**src/rtl/trap_sequencer_pkg.sv**
```systemverilog
// Shared types and constants for the ECALL/MRET trap sequencer.
// Holds the FSM state encoding, the request kind, the machine-mode CSR
// addresses written during trap entry and the mcause values used.
package trap_pkg;

    // Sequencer states; IDLE must stay at zero so reset decodes to all-quiet outputs.
    typedef enum logic [2:0] {
        S_IDLE       = 3'd0,
        S_DRAIN      = 3'd1,
        S_SAVE_EPC   = 3'd2,
        S_SAVE_CAUSE = 3'd3,
        S_REDIRECT   = 3'd4
    } state_t;

    // Interrupts travel the ECALL path, so two kinds are enough.
    typedef enum logic {
        KIND_ECALL = 1'b0,
        KIND_MRET  = 1'b1
    } kind_t;

    localparam logic [11:0] CSR_MEPC   = 12'h341;
    localparam logic [11:0] CSR_MCAUSE = 12'h342;

    localparam logic [31:0] CAUSE_ECALL_M  = 32'd11;
    localparam logic [31:0] CAUSE_MEXT_IRQ = 32'h8000_000B;

    // Where the sequence continues once the pipeline has drained:
    // trap entry saves state first, a return goes straight to the redirect.
    function automatic state_t post_drain_state(input kind_t kind);
        return (kind == KIND_ECALL) ? S_SAVE_EPC : S_REDIRECT;
    endfunction

endpackage

```
**src/rtl/trap_sequencer.sv**
```systemverilog
// trap_sequencer: multi-cycle controller for ECALL / MRET around a 5-stage pipe.
// Accepts a request from decode, stalls and flushes the front end while older
// instructions retire, saves mepc/mcause for trap entry, then redirects the PC.
// Optional build macro: TRAP_IRQ_EN adds irq_in/irq_mie inputs and an id_kill
// output so an external interrupt can be taken on the decode-stage instruction.
module trap_sequencer
    import trap_pkg::*;
#(
    parameter int DRAIN_CYCLES = 3,
    parameter int XLEN         = 32
) (
    input  logic            clk,
    input  logic            rst,
    input  logic            id_valid,
    input  logic [XLEN-1:0] id_pc,
    input  logic            ecall_flag,
    input  logic            mret_flag,
    input  logic            stall_in,
    input  logic [XLEN-1:0] mtvec,
    input  logic [XLEN-1:0] mepc,
`ifdef TRAP_IRQ_EN
    input  logic            irq_in,
    input  logic            irq_mie,
    output logic            id_kill,
`endif
    output logic            trap_stall,
    output logic            trap_flush,
    output logic            csr_we,
    output logic [11:0]     csr_waddr,
    output logic [XLEN-1:0] csr_wdata,
    output logic            pc_redirect,
    output logic [XLEN-1:0] pc_target,
    output logic            busy
);

    // The counter must hold DRAIN_CYCLES-1; keep at least one bit so D=0 still elaborates.
    localparam int CNT_W = (DRAIN_CYCLES < 1) ? 1 : $clog2(DRAIN_CYCLES + 1);
    localparam logic [CNT_W-1:0] CNT_INIT =
        (DRAIN_CYCLES > 0) ? CNT_W'(DRAIN_CYCLES - 1) : '0;

    state_t            state_q, state_d;
    logic [CNT_W-1:0]  cnt_q, cnt_d;
    logic [XLEN-1:0]   epc_q, epc_d;
    logic [XLEN-1:0]   cause_q, cause_d;
    kind_t             kind_q, kind_d;

    logic              accept_irq;
    logic              accept_sw;
    logic              in_idle;

    // Low PC bits are forced to zero in the redirect target; they are read nowhere else.
    logic              unused_pc_lsbs;
    assign unused_pc_lsbs = ^{mtvec[1:0], mepc[1:0]};

    assign in_idle = (state_q == S_IDLE);

    // A software request waits for the load-use stall to clear before it is taken.
    assign accept_sw = in_idle && id_valid && !stall_in && (ecall_flag || mret_flag);

`ifdef TRAP_IRQ_EN
    // Interrupts win over ECALL/MRET and ignore stall_in: the ID instruction is killed anyway.
    assign accept_irq = in_idle && id_valid && irq_in && irq_mie;
    // Combinational so the killed instruction never reaches EX; quiet while reset is held.
    assign id_kill    = accept_irq && !rst;
`else
    assign accept_irq = 1'b0;
`endif

    // Next-state, drain counter and captured request context.
    always_comb begin
        state_d = state_q;
        cnt_d   = cnt_q;
        epc_d   = epc_q;
        cause_d = cause_q;
        kind_d  = kind_q;
        unique case (state_q)
            S_IDLE: begin
                if (accept_irq) begin
                    epc_d   = id_pc;
                    cause_d = XLEN'(CAUSE_MEXT_IRQ);
                    kind_d  = KIND_ECALL;
                    cnt_d   = CNT_INIT;
                    state_d = (DRAIN_CYCLES == 0) ? post_drain_state(KIND_ECALL) : S_DRAIN;
                end else if (accept_sw) begin
                    epc_d   = id_pc;
                    cause_d = XLEN'(CAUSE_ECALL_M);
                    // ECALL has priority when decode flags both.
                    kind_d  = ecall_flag ? KIND_ECALL : KIND_MRET;
                    cnt_d   = CNT_INIT;
                    state_d = (DRAIN_CYCLES == 0)
                              ? post_drain_state(ecall_flag ? KIND_ECALL : KIND_MRET)
                              : S_DRAIN;
                end
            end
            S_DRAIN: begin
                if (cnt_q == '0) begin
                    state_d = post_drain_state(kind_q);
                end else begin
                    cnt_d = cnt_q - CNT_W'(1);
                end
            end
            S_SAVE_EPC:   state_d = S_SAVE_CAUSE;
            S_SAVE_CAUSE: state_d = S_REDIRECT;
            S_REDIRECT:   state_d = S_IDLE;
            default:      state_d = S_IDLE;
        endcase
    end

    // State and context registers; reset abandons any sequence in flight.
    always_ff @(posedge clk or posedge rst) begin
        if (rst) begin
            state_q <= S_IDLE;
            cnt_q   <= '0;
            epc_q   <= '0;
            cause_q <= '0;
            kind_q  <= KIND_ECALL;
        end else begin
            state_q <= state_d;
            cnt_q   <= cnt_d;
            epc_q   <= epc_d;
            cause_q <= cause_d;
            kind_q  <= kind_d;
        end
    end

    // Moore output decode; address/data/target buses stay zero unless their strobe is high.
    always_comb begin
        trap_stall  = 1'b0;
        trap_flush  = 1'b0;
        busy        = 1'b0;
        csr_we      = 1'b0;
        csr_waddr   = '0;
        csr_wdata   = '0;
        pc_redirect = 1'b0;
        pc_target   = '0;
        unique case (state_q)
            S_IDLE: begin
            end
            S_DRAIN: begin
                trap_stall = 1'b1;
                trap_flush = 1'b1;
                busy       = 1'b1;
            end
            S_SAVE_EPC: begin
                trap_stall = 1'b1;
                trap_flush = 1'b1;
                busy       = 1'b1;
                csr_we     = 1'b1;
                csr_waddr  = CSR_MEPC;
                csr_wdata  = epc_q;
            end
            S_SAVE_CAUSE: begin
                trap_stall = 1'b1;
                trap_flush = 1'b1;
                busy       = 1'b1;
                csr_we     = 1'b1;
                csr_waddr  = CSR_MCAUSE;
                csr_wdata  = cause_q;
            end
            S_REDIRECT: begin
                trap_stall  = 1'b1;
                trap_flush  = 1'b1;
                busy        = 1'b1;
                pc_redirect = 1'b1;
                // Sampled live so an mepc written during SAVE_EPC is seen by a later MRET.
                pc_target   = (kind_q == KIND_ECALL) ? {mtvec[XLEN-1:2], 2'b00}
                                                     : {mepc[XLEN-1:2], 2'b00};
            end
            default: begin
            end
        endcase
    end

endmodule
```
**config.mk**
```make
export PLATFORM = sky130hd
export DESIGN_NAME = trap_sequencer
export DESIGN_NICKNAME = d
export VERILOG_FILES = /design/src/rtl/trap_sequencer_pkg.sv /design/src/rtl/trap_sequencer.sv
export SDC_FILE = /design/constraint.sdc
export NUM_CORES = 1
export LEC_CHECK = 0
export CAP_MARGIN = 20
export CORE_ASPECT_RATIO = 0.6
export CORE_MARGIN = 2
export CORE_UTILIZATION = 37
export DETAILED_ROUTE_END_ITERATION = 10
export PLACE_DENSITY = 0.84
export SKIP_LAST_GASP = 1
export SLEW_MARGIN = 20
export SYNTH_ARGS = -nofsm -noshare
export SYNTH_HDL_FRONTEND = slang
export SYNTH_SLANG_ARGS = --single-unit
```
**constraint.sdc**
```tcl
create_clock -name clk -period 3.8 [get_ports clk]
set_input_delay 0.76 -clock clk [delete_from_list [all_inputs] [get_ports clk]]
set_output_delay 0.76 -clock clk [all_outputs]
set_load 0.005 [all_outputs]
```
==> out/summary.log, run 1 <==
qor: outcome.outcome finished, final reports clean
qor: setup_path.worst_setup_path_start_kind flop
qor: placed_design.post-place-cells 468
qor: synth.synth_xor_area_share 0.360%
qor: synth.netlist_top_cells_area dfrtp_1, mux2i_1, mux2_4, and2_1, nor2_1
qor: timing.grt_setup_unrepaired no
qor: setup_path.cp_top_family simple AND/OR/NAND/NOR gates
qor: cells_and_area.final_core_util 68.1%
qor: synth.post_synth_instance_area 2430 um^2
qor: placed_design.dp_hpwl 5.85 mm
qor: timing.timing.final.crit_share 87.8%
qor: cells_and_area.num-nets-final 494
qor: timing.hold_ws 0.476 ns
qor: global_routing.first_global_vias 2137
qor: detailed_routing.detail_route.wl_per_cell 15.3 um
qor: synth.postSynthCellCount 229
qor: worst_hold_path.hold_path.class flop to flop
qor: clock_network.clock_tree.htree_level_count 2
qor: cells_and_area.num_antenna_cells 0
qor: cells_and_area.fraction_of_layout_instances_using_a_drive_strength_above_1 11.2%
qor: die.floorplan.die.height 66.8 um
qor: timing.worstMarginPinSlew 0.645 ns
qor: detailed_routing.detail_route.first_pass.iterations 4
qor: timing.totalNegativeSetupSlack 0 ns
qor: detailed_routing.drcViolationCount 0
qor: detailed_routing.detail_routed_via_count_per_cell 4.47
qor: placed_design.gp_congestion 0.695
qor: clock_network.post_cts_setup_buffer_count 0
qor: synth.synth_flop_cell dfrtp_1
qor: setup_path.cell_by_cell_listing_of_the_critical_path nand2b_1 > nor2_1 > buf_4 > and2_1 > clkdlybuf4s50_1
qor: power.ir_drop 0.272 mV
qor: clock_network.clk_path_buf_depth 2
qor: setup_path.timing.critical_path.slowest_cell_delay 0.53 ns
qor: timing.final_number_of_max_transition_violations 0
qor: clock_network.ctsRootBufferMaster clkbuf_8
qor: timing.clock.fmax 300 MHz
qor: die.die_x 109 um
qor: die.fp.dieArea 7260 um^2
qor: clock_network.tritoncts built
qor: timing.clock_skew 0.00404 ns
qor: synth.yosysUniqueCellTypes 28
qor: global_routing.grt_pass1_wl 10.8 mm
qor: die.start_util 39.1%
qor: synth.netlist.top_cell.by_area dfrtp_1
qor: global_routing.track_usage 19.5%
qor: timing.finalHoldViolCount 0
qor: setup_path.cp_data_required_time 3.04 ns
qor: synth.count_of_flip_flops_with_a_built_in_enable_after_synthesis 0
qor: clock_network.postCtsHoldBufs 0
qor: die.std_cell_core_area 6220 um^2
qor: power.power.total 2.36 mW
qor: synth.synth_warnings 0
qor: global_routing.grt_antenna_before_repair 0
qor: setup_path.critPathSlowestCell nor2_1
qor: synth.synth_fa_ha_area_share 0.514%
qor: detailed_routing.route.final.wire_length 7.28 mm
qor: detailed_routing.first_iter_violations 71
qor: setup_path.critical_path.max_fanout 20
qor: synth.muxShareOfSynthArea 30.6%
qor: timing.finalSetupViolCount 0
qor: die.floorplan.rows 22
qor: cells_and_area.layout.cell_area.non_filler 4240 um^2
qor: placed_design.port-buffer-count 169
qor: synth.synthMostInstantiatedCell dfrtp_1
qor: setup_path.cp_num_buf_inv 2
qor: synth.synthArstFlopShare 100%
qor: timing.worst_slew_margin_rel 56.8%
qor: timing.timing.final.ws_setup 0.462 ns
qor: global_routing.largest_net_degree_at_the_start_of_global_routing 34
qor: synth.ys_seq_area_share 40.1%
qor: clock_network.cts_inserted_buffers 5
qor: clock_network.post_cts_resized 0
qor: power.cellLeakagePower 1.84 nW
qor: setup_path.worst_path_arrival 2.58 ns
qor: detailed_routing.total_number_of_vias 2130
qor: synth.ys_top_cells_by_count dfrtp_1, nor2_1, mux2i_1
qor: synth.area_share_of_the_largest_cell_type_after_synthesis 40.1%
qor: placed_design.post-place-ws 0.749 ns
qor: cells_and_area.fin_cells 476
qor: setup_path.worst_setup_path_end_kind primary output
qor: clock_network.tritoncts_num_sinks 39
qor: global_routing.grt_remaining_overflow 0
qor: synth.syn_area_per_cell 10.6 um^2
qor: timing.timing.final.crit_period 3.34 ns
qor: clock_network.clkSlewWorstSetupHoldPaths 0.07 ns
qor: setup_path.category_of_the_critical_setup_timing_path flop to primary output
qor: synth.synth_compound_area_share 2.01%
qor: cells_and_area.area.growth.synth_to_final 74.1%
qor: detailed_routing.detail-route-antenna-nets 0
qor: die.design.portCount 183
qor: synth.main_combinational_cell_family_by_area_after_synthesis multiplexers
qor: clock_network.clk-insertion-delay-late 0.28 ns
qor: synth.ys_seq_elements 39
qor: power.power_per_cell_area 556 nW/um^2
qor: flow_run.cap_viol_max_count 0
qor: synth.synth_simple_gate_area_share 17.5%
qor: placed_design.dpl-instance-area 4120 um^2
## final timing paths
| kind | to | slack [ns] | from | cells past startpoint |
|---|---|---|---|---|
| max | csr_wdata[19] | 0.46 | state_q[2] | 5 |
| min | cause_q[0] | 0.48 | cause_q[0] | 1 |
| max reg2reg | epc_q[16] | 1.97 | state_q[1] | 4 |
| min reg2reg | cause_q[0] | 0.48 | cause_q[0] | 1 |
| max in group asynchronous | epc_q[29] | 2.36 | rst | 3 |
| min in group asynchronous | epc_q[21] | 0.87 | rst | 2 |
## layout by cell type, fill, tap and decap left out, types with 7 or more instances in the layout
master,n
clkdlybuf4s50_1,169
dfrtp_1,39
nor2_1,33
mux2i_1,31
and2_1,29
mux2_4,20
conb_1,9
nand2_1,7
## sequential cells by signal, indices dropped and copies added, names as in the netlist
| name | count |
|---|---|
| epc_q | 32 |
| cnt_q | 2 |
| kind_q | 1 |
| cause_q | 1 |
| state_q | 3 |
## final cells by class
type	instances	area [um^2]
clock buffers	6	82.6
clock inverters	2	35.0
fillers	503	1980
inverters	7	26.3
multi-input cells	163	1280
flip-flops and latches	39	976
well taps	84	105
repair buffers	175	1740
## logic make-up (layout without fill, tap and decap cells)
group           count (synthesis)  after routing
fa+ha+maj                       1              1
buf+inv                        35            190
simple gates                   80             80
mux                            63             63
compound gates                  9              9
xor+xnor                        1              1
other cells                     1              9
flops                          39             39
## metal layers
metal	vias up	share of wire, %	GRT usage, %
met5	-	0	0
met4	0	0.52	2.88
met3	4	5.0	4.99
met2	58	51	32.7
met1	1009	44	26.0
li1	1059	-	-
## report_power, final
group	internal (mW)	switching (mW)	leakage, nW
registers	0.622	0.122	0.463
clock network	0.212	0.137	0.0612
logic	0.785	0.477	1.32
total	1.62	0.736	1.84
## worst reg2reg max path, cell delays in order, from the launching register on
cell,delay (ns)
dfrtp_1,0.47
nor2_2,0.19
nor4b_4,0.24
buf_4,0.43
mux2_2,0.40
No activity file was read; power rests on OpenSTA's default activity.
==> run 2: changes to the inputs <==
Settings changed: PLACE_DENSITY 0.84 to default, PLACE_DENSITY_LB_ADDON from default to 0.1.
==> out/summary.log, run 2 (synthesis results as in run 1) <==
qor: setup_path.cp_top_family buffers and inverters
qor: timing.totalNegativeSetupSlack 0 ns
qor: die.start_util 39.1%
qor: global_routing.first_global_vias 2110
qor: power.cellLeakagePower 1.81 nW
qor: setup_path.worst_setup_path_start_kind flop
qor: cells_and_area.num_antenna_cells 0
qor: global_routing.highest_utilization_routing_layer_at_the_global_route_stage met2
qor: timing.timing.final.crit_period 2.87 ns
qor: clock_network.clkSlewWorstSetupHoldPaths 0.07 ns
qor: die.die_x 109 um
qor: clock_network.post_cts_setup_buffer_count 0
qor: die.floorplan.die.height 66.8 um
qor: clock_network.postCtsHoldBufs 0
qor: flow_run.cap_viol_max_count 0
qor: cells_and_area.fraction_of_layout_instances_using_a_drive_strength_above_1 10.1%
qor: detailed_routing.detail_route.first_pass.iterations 4
qor: timing.clock_skew 0.00399 ns
qor: global_routing.largest_net_degree_at_the_start_of_global_routing 37
qor: placed_design.gp_congestion 0.784
qor: global_routing.grt_remaining_overflow 0
qor: setup_path.worst_setup_path_end_kind primary output
qor: detailed_routing.detail-route-antenna-nets 0
qor: power.power_per_cell_area 534 nW/um^2
qor: setup_path.cell_by_cell_listing_of_the_critical_path nand2b_1 > nor2_1 > buf_4 > and2_1 > clkdlybuf4s50_1
qor: placed_design.port-buffer-count 169
qor: detailed_routing.drcViolationCount 0
qor: timing.finalSetupViolCount 0
qor: timing.timing.final.crit_share 75.5%
qor: timing.timing.final.ws_setup 0.929 ns
qor: timing.hold_ws 0.472 ns
qor: timing.grt_setup_unrepaired no
qor: global_routing.met2_usage 29.9%
qor: power.power.total 2.23 mW
qor: timing.worstMarginPinSlew 0.905 ns
qor: timing.worst_slew_margin_rel 39.7%
qor: timing.final_number_of_max_transition_violations 0
qor: clock_network.clk_path_buf_depth 2
qor: setup_path.critPathSlowestCell clkdlybuf4s50_1
qor: placed_design.dpl-instance-area 4110 um^2
qor: clock_network.tritoncts built
qor: cells_and_area.regMostFlops epc_q
qor: setup_path.reg2reg_from state_q[0]
qor: timing.finalHoldViolCount 0
qor: worst_hold_path.hold_path.class flop to flop
qor: cells_and_area.layout.filler_cells 535
qor: cells_and_area.layout.cells.most_common_list clkdlybuf4s50_1, dfrtp_1, nor2_1
qor: detailed_routing.first_iter_violations 60
qor: cells_and_area.num-nets-final 492
qor: detailed_routing.detail_route.wl_per_cell 13.6 um
qor: setup_path.worst_path_arrival 2.11 ns
qor: die.floorplan.rows 22
qor: cells_and_area.most_common_cell_after_layout_fill_and_taps_aside clkdlybuf4s50_1
qor: clock_network.cts_inserted_buffers 5
qor: clock_network.post_cts_resized 0
qor: setup_path.critical_path.max_fanout 30
qor: placed_design.post-place-ws 1.10 ns
qor: worst_hold_path.min-delay-start cause_q[0]
qor: die.std_cell_core_area 6220 um^2
qor: outcome.outcome finished, final reports clean
qor: global_routing.grt_pass1_wl 9.89 mm
qor: cells_and_area.largest_reg_flops 32
qor: placed_design.dp_hpwl 4.97 mm
qor: cells_and_area.layout.cell_area.non_filler 4180 um^2
qor: setup_path.category_of_the_critical_setup_timing_path flop to primary output
qor: setup_path.crit-reg2reg-capture epc_q[13]
qor: clock_network.clk-insertion-delay-late 0.28 ns
qor: setup_path.depth_of_the_worst_register_to_register_path 4
qor: cells_and_area.area.growth.synth_to_final 71.7%
qor: timing.clock.fmax 348 MHz
qor: clock_network.clock_tree.htree_level_count 2
qor: setup_path.cp_num_buf_inv 2
qor: setup_path.cp_data_required_time 3.04 ns
qor: clock_network.ctsRootBufferMaster clkbuf_8
qor: die.fp.dieArea 7260 um^2
qor: global_routing.grt_antenna_before_repair 0
qor: detailed_routing.total_number_of_vias 2124
qor: worst_hold_path.hold-path-cell-count 1
qor: global_routing.track_usage 17.4%
qor: setup_path.timing.critical_path.slowest_cell_delay 0.52 ns
qor: worst_hold_path.whs_endpoint cause_q[0]
qor: detailed_routing.route.final.wire_length 6.43 mm
qor: global_routing.globalRouteMet1Util 21.5%
qor: clock_network.tritoncts_num_sinks 39
qor: detailed_routing.detail_routed_via_count_per_cell 4.50
qor: setup_path.regToRegSetupSlack 1.86 ns
qor: die.design.portCount 183
qor: power.ir_drop 0.307 mV
qor: global_routing.grt.met3_usage 6.85%
qor: cells_and_area.largestRegisters epc_q x32, state_q x3, cnt_q x2
-- run 2: changes by cell type in the layout (fill, tap and decap cells not counted) --
cell and delta:
clkinv_2 -1, clkbuf_1 +1, inv_2 -1, clkbuf_8 -1
bufinv_16 -1, dfrtp_1 -1, dfrtp_2 +1, inv_1 +1
buf_4 -2
-- run 2: area by class of cell --
class	instances	area (um^2)	area share, %
repair buffers	173	1720	41.2
multi-input cells	163	1280	30.5
flip-flops and latches	39	977	23.4
well taps	84	105	2.51
clock buffers	6	72.6	1.74
inverters	7	26.3	0.629
-- run 2: worst reg2reg max path: cells and delay by family (launching register included) --
| kind | cells | cell delay (ns) |
|---|---|---|
| flops | 1 | 0.45 |
| mux | 1 | 0.44 |
| simple gates | 2 | 0.43 |
| buf+inv | 1 | 0.50 |
-- run 2: metrics by stage --
stage | utilization (%) | cells
5_1_grt | 67.2 | 472
2_1_floorplan | - | 237
3_5_place_dp | 66.0 | 466
3_3_place_gp | 66.0 | 466
6_report | 67.2 | 472
4_1_cts | 67.2 | 472
-- run 2: per-layer routing --
metal / vias up / share of wire, % / wire length [um]
li1: 1052 / - / -
met1: 991 / 41 / 2660
met2: 81 / 49 / 3160
met3: 0 / 9.5 / 609
met4: 0 / 0 / 0
met5: - / 0 / 0
-- run 2: report_power, final --
group	switching (mW)	internal, mW	total, mW
logic	0.375	0.782	1.16
registers	0.198	0.621	0.819
clock network	0.132	0.122	0.254
-- run 2: how the worst max path moves through the flow --
stage | depth (start not counted) | endpoint | slack, ns | startpoint
6_report | 5 | csr_wdata[24] | 0.93 | state_q[2]
5_1_grt | 5 | csr_wdata[21] | 0.72 | state_q[2]
4_1_cts | 5 | csr_wdata[24] | 0.89 | state_q[2]
3_5_place_dp | 4 | pc_target[23] | 1.10 | mepc[23]
3_3_place_gp | 4 | pc_target[21] | 1.13 | mepc[21]
2_1_floorplan | 4 | epc_q[0] | 1.68 | stall_in
==> run 3: changes to the inputs <==
Settings changed: CORE_UTILIZATION 37 to 31.
Clock period 3.8 ns to 2.45 ns, I/O delays scaled along.
==> out/summary.log, run 3 (synthesis results as in run 1) <==
qor: global_routing.globalRouteMet1Util 19.5%
qor: clock_network.ctsRootBufferMaster clkbuf_16
qor: setup_path.category_of_the_critical_setup_timing_path flop to primary output
qor: detailed_routing.first_iter_violations 51
qor: flow_run.cap_viol_max_count 0
qor: outcome.outcome finished, final reports clean
qor: cells_and_area.final_core_util 59.0%
qor: global_routing.largest_net_degree_at_the_start_of_global_routing 40
qor: clock_network.tritoncts_num_sinks 39
qor: die.floorplan.rows 24
qor: clock_network.clkSlewWorstSetupHoldPaths 0.06 ns
qor: timing.final_number_of_max_transition_violations 0
qor: detailed_routing.total_number_of_vias 2142
qor: cells_and_area.multi_input_area 1290 um^2
qor: worst_hold_path.hold_path.class flop to flop
qor: cells_and_area.num-nets-final 494
qor: cells_and_area.most_common_cell_after_layout_fill_and_taps_aside clkdlybuf4s50_1
qor: die.start_util 32.7%
qor: setup_path.cp_data_required_time 1.96 ns
qor: timing.timing.final.crit_share 94.6%
qor: timing.clock_skew 0.00267 ns
qor: cells_and_area.sequential_cell_area 980 um^2
qor: placed_design.gp_congestion 0.718
qor: die.std_cell_core_area 7450 um^2
qor: placed_design.port-buffer-count 169
qor: power.power.total 3.93 mW
qor: timing.timing.final.crit_period 2.32 ns
qor: timing.worstMarginPinSlew 0.561 ns
qor: detailed_routing.detail_routed_via_count_per_cell 4.32
qor: global_routing.grt_remaining_overflow 0
qor: cells_and_area.layout.filler_cells 651
qor: timing.grt_setup_unrepaired no
qor: timing.timing.final.ws_setup 0.133 ns
qor: clock_network.tritoncts built
qor: cells_and_area.regMostFlops epc_q
qor: setup_path.worst_setup_path_start_kind flop
qor: worst_hold_path.hold-path-cell-count 1
qor: power.ir_drop 0.378 mV
qor: die.design.portCount 183
qor: timing.totalNegativeSetupSlack 0 ns
qor: cells_and_area.num_antenna_cells 0
qor: detailed_routing.detail_route.wl_per_cell 14.0 um
qor: cells_and_area.fraction_of_layout_instances_using_a_drive_strength_above_1 12.2%
qor: cells_and_area.largest_reg_flops 32
qor: detailed_routing.detail_route.first_pass.iterations 4
qor: setup_path.worst_setup_path_end_kind primary output
qor: global_routing.first_global_vias 2169
qor: detailed_routing.route.final.wire_length 6.95 mm
qor: global_routing.grt.met3_usage 5.16%
qor: clock_network.clk-insertion-delay-late 0.28 ns
qor: timing.finalSetupViolCount 0
qor: clock_network.postCtsHoldBufs 0
qor: clock_network.clk_path_buf_depth 2
qor: power.cellLeakagePower 1.88 nW
qor: setup_path.depth_of_the_worst_register_to_register_path 4
qor: global_routing.track_usage 15.4%
qor: clock_network.cts_inserted_buffers 5
qor: global_routing.grt_antenna_before_repair 0
qor: detailed_routing.detail-route-antenna-nets 0
qor: die.die_x 118 um
qor: global_routing.highest_utilization_routing_layer_at_the_global_route_stage met2
qor: placed_design.dp_hpwl 5.28 mm
qor: cells_and_area.layout.cells.most_common_list clkdlybuf4s50_1, dfrtp_1, nor2_1
qor: timing.finalHoldViolCount 0
qor: cells_and_area.area.growth.synth_to_final 80.5%
qor: setup_path.worst_path_arrival 1.83 ns
qor: global_routing.met2_usage 26.5%
qor: clock_network.clock_tree.htree_level_count 2
qor: detailed_routing.drcViolationCount 0
qor: timing.clock.fmax 432 MHz
qor: placed_design.post-place-ws 0.227 ns
qor: die.fp.dieArea 8600 um^2
qor: timing.worst_slew_margin_rel 62.1%
qor: power.power_per_cell_area 895 nW/um^2
qor: die.floorplan.die.height 72.6 um
qor: global_routing.grt_pass1_wl 10.6 mm
qor: setup_path.critical_path.max_fanout 31
qor: cells_and_area.largestRegisters epc_q x32, state_q x3, cnt_q x2
==> run 3: cell type report <==
type                            instances  share of cell area, %
Timing Repair Buffer                  175                   40.8
Clock buffer                            6                   3.16
Inverter                                7                  0.598
Clock inverter                          2                  0.798
Tap cell                              104                   2.96
Sequential cell                        39                   22.3
Multi-Input combinational cell        163                   29.4
==> run 3: power by group <==
| part | switching, mW | internal, mW | leakage (nW) |
|---|---|---|---|
| Clock | 0.244 | 0.506 | 0.0868 |
| Sequential | 0.218 | 0.972 | 0.460 |
| Combinational | 0.709 | 1.28 | 1.33 |
| Total | 1.17 | 2.76 | 1.88 |
==> run 3: repair_timing <==
action,in CTS,in global routing
cloned,0,0
gates resized for setup,1,5
endpoints found under the setup margin,29,55
setup buffers,0,0
==> run 3: stage by stage <==
stage	hold WS (ns)	area [um^2]	cells
2_1_floorplan	0.439	2460	237
3_3_place_gp	0.452	4200	488
3_5_place_dp	0.460	4200	488
4_1_cts	0.473	4370	496
5_1_grt	0.502	4390	496
6_report	0.475	4390	496
==> run 3: worst max-delay path: stages, from the launching register on <==
cell and delay, ns:
dfrtp_2 0.48, nor2_4 0.14, nand2_1 0.08, buf_6 0.19, nor2_1 0.14, clkdlybuf4s50_1 0.53
==> run 3: per-layer routing <==
| layer | vias up | share of wire (%) |
|---|---|---|
| met1 | 1002 | 43 |
| met5 | - | 0 |
| met3 | 4 | 7.4 |
| met2 | 81 | 49 |
| met4 | 0 | 0.32 |
| li1 | 1055 | - |
==> run 3: worst paths after layout <==
path                       slack, ns  startpoint       endpoint
setup reg to reg                0.78  state_q[2]      epc_q[16]
setup / recovery                0.13  state_q[1]  pc_target[14]
min in group asynchronous       0.55         rst      epc_q[23]
max in group asynchronous       1.69         rst     state_q[1]
hold reg to reg                 0.48   epc_q[20]      epc_q[20]
hold / removal                  0.48   epc_q[20]      epc_q[20]
